File: src/rtl/pa_pkg.sv
// Shared definitions for the pipelined parallel adder.
//
// Holds the default operand/segment widths, the derivation of the pipeline
// depth from those widths and the legality check applied at elaboration by
// the top level. No ports; imported by every file of the adder.

package pa_pkg;

  // Default operand width and bits handled per pipeline stage.
  localparam int unsigned DefWidth = 16;
  localparam int unsigned DefSeg   = 4;

  // Number of segment stages for a given operand width and segment width.
  // An illegal combination still yields at least one stage so that the
  // enclosing design elaborates far enough to report the real problem.
  function automatic int unsigned calc_stages(int unsigned width, int unsigned seg);
    if (seg == 0 || width < seg) begin
      return 1;
    end
    return width / seg;
  endfunction

  // A width is legal when it is a non-zero whole number of segments.
  function automatic bit seg_ok(int unsigned width, int unsigned seg);
    return (seg != 0) && (width >= seg) && ((width % seg) == 0);
  endfunction

endpackage

File: src/rtl/adder_segment.sv
// Combinational SEG-bit ripple-carry adder slice.
//
// Ports:
//   a, b   - SEG-bit operand slices (b already inverted for subtraction)
//   ci     - carry into bit 0 of the slice
//   s      - SEG-bit sum of the slice
//   co     - carry out of the top bit of the slice
//   c_msb  - carry into the top bit of the slice; together with co it gives
//            signed overflow when this slice holds the operand MSB

module adder_segment
  import pa_pkg::*;
#(
  parameter int unsigned SEG = DefSeg
) (
  input  logic [SEG-1:0] a,
  input  logic [SEG-1:0] b,
  input  logic           ci,
  output logic [SEG-1:0] s,
  output logic           co,
  output logic           c_msb
);

  always_comb begin
    logic carry;
    carry = ci;
    s     = '0;
    c_msb = 1'b0;
    for (int i = 0; i < SEG; i++) begin
      if (i == SEG - 1) begin
        c_msb = carry;
      end
      s[i]  = a[i] ^ b[i] ^ carry;
      carry = (a[i] & b[i]) | (carry & (a[i] ^ b[i]));
    end
    co = carry;
  end

endmodule

File: src/rtl/pipelined_parallel_adder.sv
// Pipelined WIDTH-bit adder/subtractor built from SEG-bit ripple segments.
//
// One segment of the carry chain is resolved per pipeline stage, so an
// operation accepted on edge n is presented on the output after edge
// n+STAGES. A single advance signal moves every stage at once, so bubbles
// are carried along rather than squeezed out, and a stalled output freezes
// the whole pipe.
//
// Ports:
//   clk        - rising-edge clock
//   rst        - synchronous active-high reset; drops every in-flight op
//   in_valid   - operands on A/B/cin/sub are valid
//   in_ready   - adder will take the operands on the next rising edge
//   A, B       - WIDTH-bit operands
//   cin        - carry in for addition, ignored when sub=1
//   sub        - 0: A+B+cin, 1: A-B
//   out_valid  - s/cout/ovf hold a result
//   out_ready  - consumer takes the result on the next rising edge
//   s          - WIDTH-bit sum or difference, modulo 2^WIDTH
//   cout       - carry out of the MSB; for subtraction 1 means no borrow
//   ovf        - two's complement overflow

module pipelined_parallel_adder
  import pa_pkg::*;
#(
  parameter int unsigned WIDTH = DefWidth,
  parameter int unsigned SEG   = DefSeg
) (
  input  logic             clk,
  input  logic             rst,
  input  logic             in_valid,
  output logic             in_ready,
  input  logic [WIDTH-1:0] A,
  input  logic [WIDTH-1:0] B,
  input  logic             cin,
  input  logic             sub,
  output logic             out_valid,
  input  logic             out_ready,
  output logic [WIDTH-1:0] s,
  output logic             cout,
  output logic             ovf
);

  localparam int unsigned STAGES = calc_stages(WIDTH, SEG);

  if (!seg_ok(WIDTH, SEG)) begin : g_cfg_check
    $error("pipelined_parallel_adder: WIDTH must be a non-zero multiple of SEG");
  end

  // Every register in the pipe moves together; only a held result blocks.
  logic adv;
  logic out_vld_q;

  assign adv      = !out_vld_q || out_ready;
  assign in_ready = adv;

  // Stage k feeds segment k of the carry chain. Its register holds the
  // valid bit, the carry into segment k, the sum bits already resolved by
  // earlier stages and the operand bits from segment k upwards. Lower
  // operand bits are dropped once they have been summed.
  for (genvar k = 0; k < STAGES; k++) begin : g_stage
    localparam int unsigned Lo = k * SEG;
    localparam int unsigned Hi = WIDTH - Lo;

    logic            vld_q;
    logic            c_q;
    logic [Hi-1:0]   a_q;
    logic [Hi-1:0]   b_q;
    logic [SEG-1:0]  seg_s;
    logic            seg_co;
    logic            seg_cmsb;
    // Sum bits resolved up to and including this stage's segment.
    logic [Lo+SEG-1:0] done;

    adder_segment #(
      .SEG (SEG)
    ) u_seg (
      .a     (a_q[SEG-1:0]),
      .b     (b_q[SEG-1:0]),
      .ci    (c_q),
      .s     (seg_s),
      .co    (seg_co),
      .c_msb (seg_cmsb)
    );

    if (k == 0) begin : g_load
      // Subtraction is A + ~B + 1: invert B here and force the carry in.
      always_ff @(posedge clk) begin
        if (rst) begin
          vld_q <= 1'b0;
          c_q   <= 1'b0;
          a_q   <= '0;
          b_q   <= '0;
        end else if (adv) begin
          vld_q <= in_valid;
          c_q   <= sub | cin;
          a_q   <= A;
          b_q   <= sub ? ~B : B;
        end
      end

      assign done = seg_s;
    end else begin : g_load
      logic [Lo-1:0] sum_q;

      always_ff @(posedge clk) begin
        if (rst) begin
          vld_q <= 1'b0;
          c_q   <= 1'b0;
          a_q   <= '0;
          b_q   <= '0;
          sum_q <= '0;
        end else if (adv) begin
          vld_q <= g_stage[k-1].vld_q;
          c_q   <= g_stage[k-1].seg_co;
          a_q   <= g_stage[k-1].a_q[Hi+SEG-1:SEG];
          b_q   <= g_stage[k-1].b_q[Hi+SEG-1:SEG];
          sum_q <= g_stage[k-1].done;
        end
      end

      assign done = {seg_s, sum_q};
    end

    // The carry into a segment's top bit only matters at the operand MSB.
    if (k != STAGES - 1) begin : g_cmsb_sink
      logic unused_cmsb;
      assign unused_cmsb = seg_cmsb;
    end
  end

  // Output register: full result plus the two MSB carries for overflow.
  logic [WIDTH-1:0] s_q;
  logic             cout_q;
  logic             cmsb_q;

  always_ff @(posedge clk) begin
    if (rst) begin
      out_vld_q <= 1'b0;
      s_q       <= '0;
      cout_q    <= 1'b0;
      cmsb_q    <= 1'b0;
    end else if (adv) begin
      out_vld_q <= g_stage[STAGES-1].vld_q;
      s_q       <= g_stage[STAGES-1].done;
      cout_q    <= g_stage[STAGES-1].seg_co;
      cmsb_q    <= g_stage[STAGES-1].seg_cmsb;
    end
  end

  assign out_valid = out_vld_q;
  assign s         = s_q;
  assign cout      = cout_q;
  assign ovf       = cout_q ^ cmsb_q;

endmodule
File: config.mk
export PLATFORM = sky130hd
export DESIGN_NAME = pipelined_parallel_adder
export DESIGN_NICKNAME = d
export VERILOG_FILES = /design/src/rtl/pa_pkg.sv /design/src/rtl/adder_segment.sv /design/src/rtl/pipelined_parallel_adder.sv
export SDC_FILE = /design/constraint.sdc
export NUM_CORES = 1
export LEC_CHECK = 0
export ABC_AREA = 0
export CAP_MARGIN = 25
export CELL_PAD_IN_SITES_DETAIL_PLACEMENT = 2
export CELL_PAD_IN_SITES_GLOBAL_PLACEMENT = 2
export CORE_AREA = 2 2 146 148
export DETAILED_ROUTE_END_ITERATION = 10
export DIE_AREA = 0 0 148 150
export PLACE_DENSITY_LB_ADDON = 0.1
export SLEW_MARGIN = 30
export SYNTH_ARGS = -nofsm -noshare
export SYNTH_HDL_FRONTEND = slang
export SYNTH_HIERARCHICAL = 1
export SYNTH_SLANG_ARGS = --single-unit
File: constraint.sdc
create_clock -name clk -period 2.75 [get_ports clk]
set_clock_uncertainty 0.15 [all_clocks]
set_input_delay 0.55 -clock clk [delete_from_list [all_inputs] [get_ports clk]]
set_output_delay 0.55 -clock clk [all_outputs]
set_load 0.05 [all_outputs]
==> impl_metrics.env <==
export IMPL_worst_path_buf_inv=1
export IMPL_critPathMaxStageDelay_ns=0.82
export IMPL_async_reset_ff_frac=0
export IMPL_cts_tree="done"
export IMPL_grt_pass1_vias=4240
export IMPL_clk_latency_ns=0.41
export IMPL_path_cells="xor2_1 -> clkdlybuf4s50_1"
export IMPL_synthesis_nets=674
export IMPL_hpwl_mm=8.25
export IMPL_n_fill_cell=2404
export IMPL_place_congestion=0.670
export IMPL_drive_gt1_frac=0.0810
export IMPL_cts_buffers=17
export IMPL_synth_cells_most_frequent="226 x nand2_1, 131 x dfxtp_1, 111 x a21oi_1"
export IMPL_rr_worst_depth=8
export IMPL_finalHoldViolCount=0
export IMPL_synth_main_ff_cell="dfxtp_1"
export IMPL_power_leakage_nw=2.39
export IMPL_rsz0062_at_grt="false"
export IMPL_cts_setup_buffers=0
export IMPL_r2r_end="g_stage[1].g_load.sum_q[3]"
export IMPL_synth_area_sq_um=5260
export IMPL_synth_top_area_share=0.499
export IMPL_r2r_start="g_stage[0].a_q[0]"
export IMPL_critPathCaptureType="output port"
export IMPL_hold_end="g_stage[2].b_q[5]"
export IMPL_num_rows=53
export IMPL_hp_class="flip-flop to flip-flop"
export IMPL_crit_slowest_cell="clkdlybuf4s50_1"
export IMPL_detail_route_wl_per_cell_um=13.8
export IMPL_ff_latch_area_sq_um=2620
export IMPL_cts_max_level=4
export IMPL_critPathRequiredTime_ns=2.05
export IMPL_status="complete, no violations"
export IMPL_min_period_ns=2.45
export IMPL_numPortBuffers=57
export IMPL_total_power_mw=4.46
export IMPL_setup_violations=0
export IMPL_route_antenna_remaining_nets=0
export IMPL_ys_warnings_count=6
export IMPL_peakVddDrop_v=0.000364
export IMPL_max_freq_mhz=409
export IMPL_drt_first_pass_iters=4
export IMPL_yosysUniqueCellTypes=19
export IMPL_die_h_um=150
export IMPL_yosys_top_cells_area="dfxtp_1 50%, nand2_1 16%, a21oi_1 11%"
export IMPL_yosys_area_top_type="dfxtp_1"
export IMPL_synth_seq_cells=131
export IMPL_synthCells=620
export IMPL_routed_wl_mm=13.0
export IMPL_tns_ns=0
export IMPL_r2r_slack_ns=0.41
export IMPL_gr_usage_all_layers=0.123
export IMPL_holdCritStartpoint="g_stage[2].b_q[5]"
export IMPL_cts_resized_gates=0
export IMPL_fp_dieW_um=148
export IMPL_clockBufferDepth=2
export IMPL_slew_headroom=0.558
export IMPL_syn_avg_cell_area_sq_um=8.48
export IMPL_cts_root_buf="clkbuf_16"
export IMPL_viasPerCell=4.25
export IMPL_crit_fanout=3
export IMPL_cts_hold_buf=0
export IMPL_yosysMostFrequentCell="nand2_1"
export IMPL_critPathArrivalTime_ns=1.75
export IMPL_crit_type="flip-flop to output port"
export IMPL_antenna_found_initial=0
export IMPL_multi_input_area_sq_um=2190
export IMPL_path_clk_slew_ns=0.05
export IMPL_overflow=0
export IMPL_area_delta_synth_final_pct=23.4
export IMPL_synth_edf_count=0
export IMPL_period_share=0.890
export IMPL_cts_sinks=131
export IMPL_slew_violations=0
export IMPL_drc=0
export IMPL_finalNetCount=710
export IMPL_worstHoldPathCells=2
export IMPL_grt_start_max_net_pins=126
export IMPL_crit_family="buffers and inverters"
export IMPL_ioPinCount=58
export IMPL_tightest_slew_ns=0.663
export IMPL_crit_path_start_kind="flip-flop"
export IMPL_power_density_nw_per_um2=687
export IMPL_grt_pass1_wl_mm=21.4
export IMPL_start_util=0.254
export IMPL_ys_seq_area_frac=0.499
export IMPL_antenna_cells=0
export IMPL_die_area_sq_um=22200
export IMPL_cap_viol_max_count=0
export IMPL_drtIter0Drc=166
export IMPL_via_count=3999
export IMPL_coreArea_sq_um=20700
## layout by cell type, fill, tap and decap left out, types with 4 or more instances in the layout
master and n:
inv_1 32, a21oi_1 111, xnor2_1 16, buf_12 5, nand2_1 226, fa_1 16, nor2_1 19, clkbuf_16 17
clkinv_2 5, clkbuf_1 4, a211oi_2 16, dfxtp_1 131, clkdlybuf4s50_1 55
## worst register-to-register path, cell delays in order (launching register included)
cell,delay (ns)
dfxtp_1,0.37
fa_1,0.19
inv_1,0.05
fa_1,0.38
fa_1,0.37
inv_1,0.08
fa_1,0.44
nand2_1,0.09
a21oi_1,0.07
## final cells by class
cell class                 instances  share of cell area
sequential                       131               0.404
multi-input combinational        410               0.337
timing repair buffer              63               0.104
inverter                          33              0.0195
tap                              275              0.0530
clock inverter                     6             0.00848
clock buffer                      24              0.0742
## per-stage QoR
stage               utilization  hold slack [ns]  instance area, sq um  cells  setup slack (ns)
floorplan                     -            0.282                  5260    620             0.599
global placement          0.288            0.290                  5950    912             0.427
detailed placement        0.288            0.297                  5950    912             0.399
CTS                       0.314            0.305                  6490    942             0.249
global route              0.314            0.323                  6490    942             0.205
finish                    0.314            0.301                  6490    942             0.302
## routing by layer
metal,up-vias,global-route usage,share of wire
met5,-,0,0
met4,0,0.0486,0.012
met2,56,0.195,0.46
met1,1911,0.161,0.50
li1,2020,-,-
met3,12,0.0287,0.029
## cells by family after synthesis
| logic type | Yosys count | synth area share |
|---|---|---|
| buffers and inverters | 79 | 0.0852 |
| adders and majority gates | 16 | 0.0609 |
| AOI/OAI and AO/OA | 129 | 0.147 |
| xor gates and xnor gates | 17 | 0.0283 |
| DFF | 131 | 0.499 |
| and+or+nand+nor | 248 | 0.179 |
## worst max path at each step
stage	startpoint	to	slack (ns)	depth (start not counted)
after floorplan	cout	ovf	0.60	1
after global placement	g_stage[3].a_q[0]	s[15]	0.43	8
after detailed placement	g_stage[3].a_q[0]	s[15]	0.40	8
after CTS	cout	ovf	0.25	2
after global routing	cout	ovf	0.20	2
final	cout	ovf	0.30	2
## state kept, by name, summed over array words and instances (netlist names)
register and count:
s 16, g_stage.b_q 40, g_stage.a_q 40, cout 1, g_stage.c_q 4, out_valid 1
cmsb_q 1, g_stage.g_load.sum_q 24, g_stage.vld_q 4
## report_power, final
group / switching (mW) / internal (mW) / leakage (nW) / total [mW]
combinational: 0.175 / 0.153 / 1.05 / 0.328
clock: 0.783 / 1.30 / 0.269 / 2.08
sequential: 0.0542 / 1.99 / 1.07 / 2.05
total: 1.01 / 3.44 / 2.39 / 4.46
Note: power is estimated with default switching activity, not from simulation.
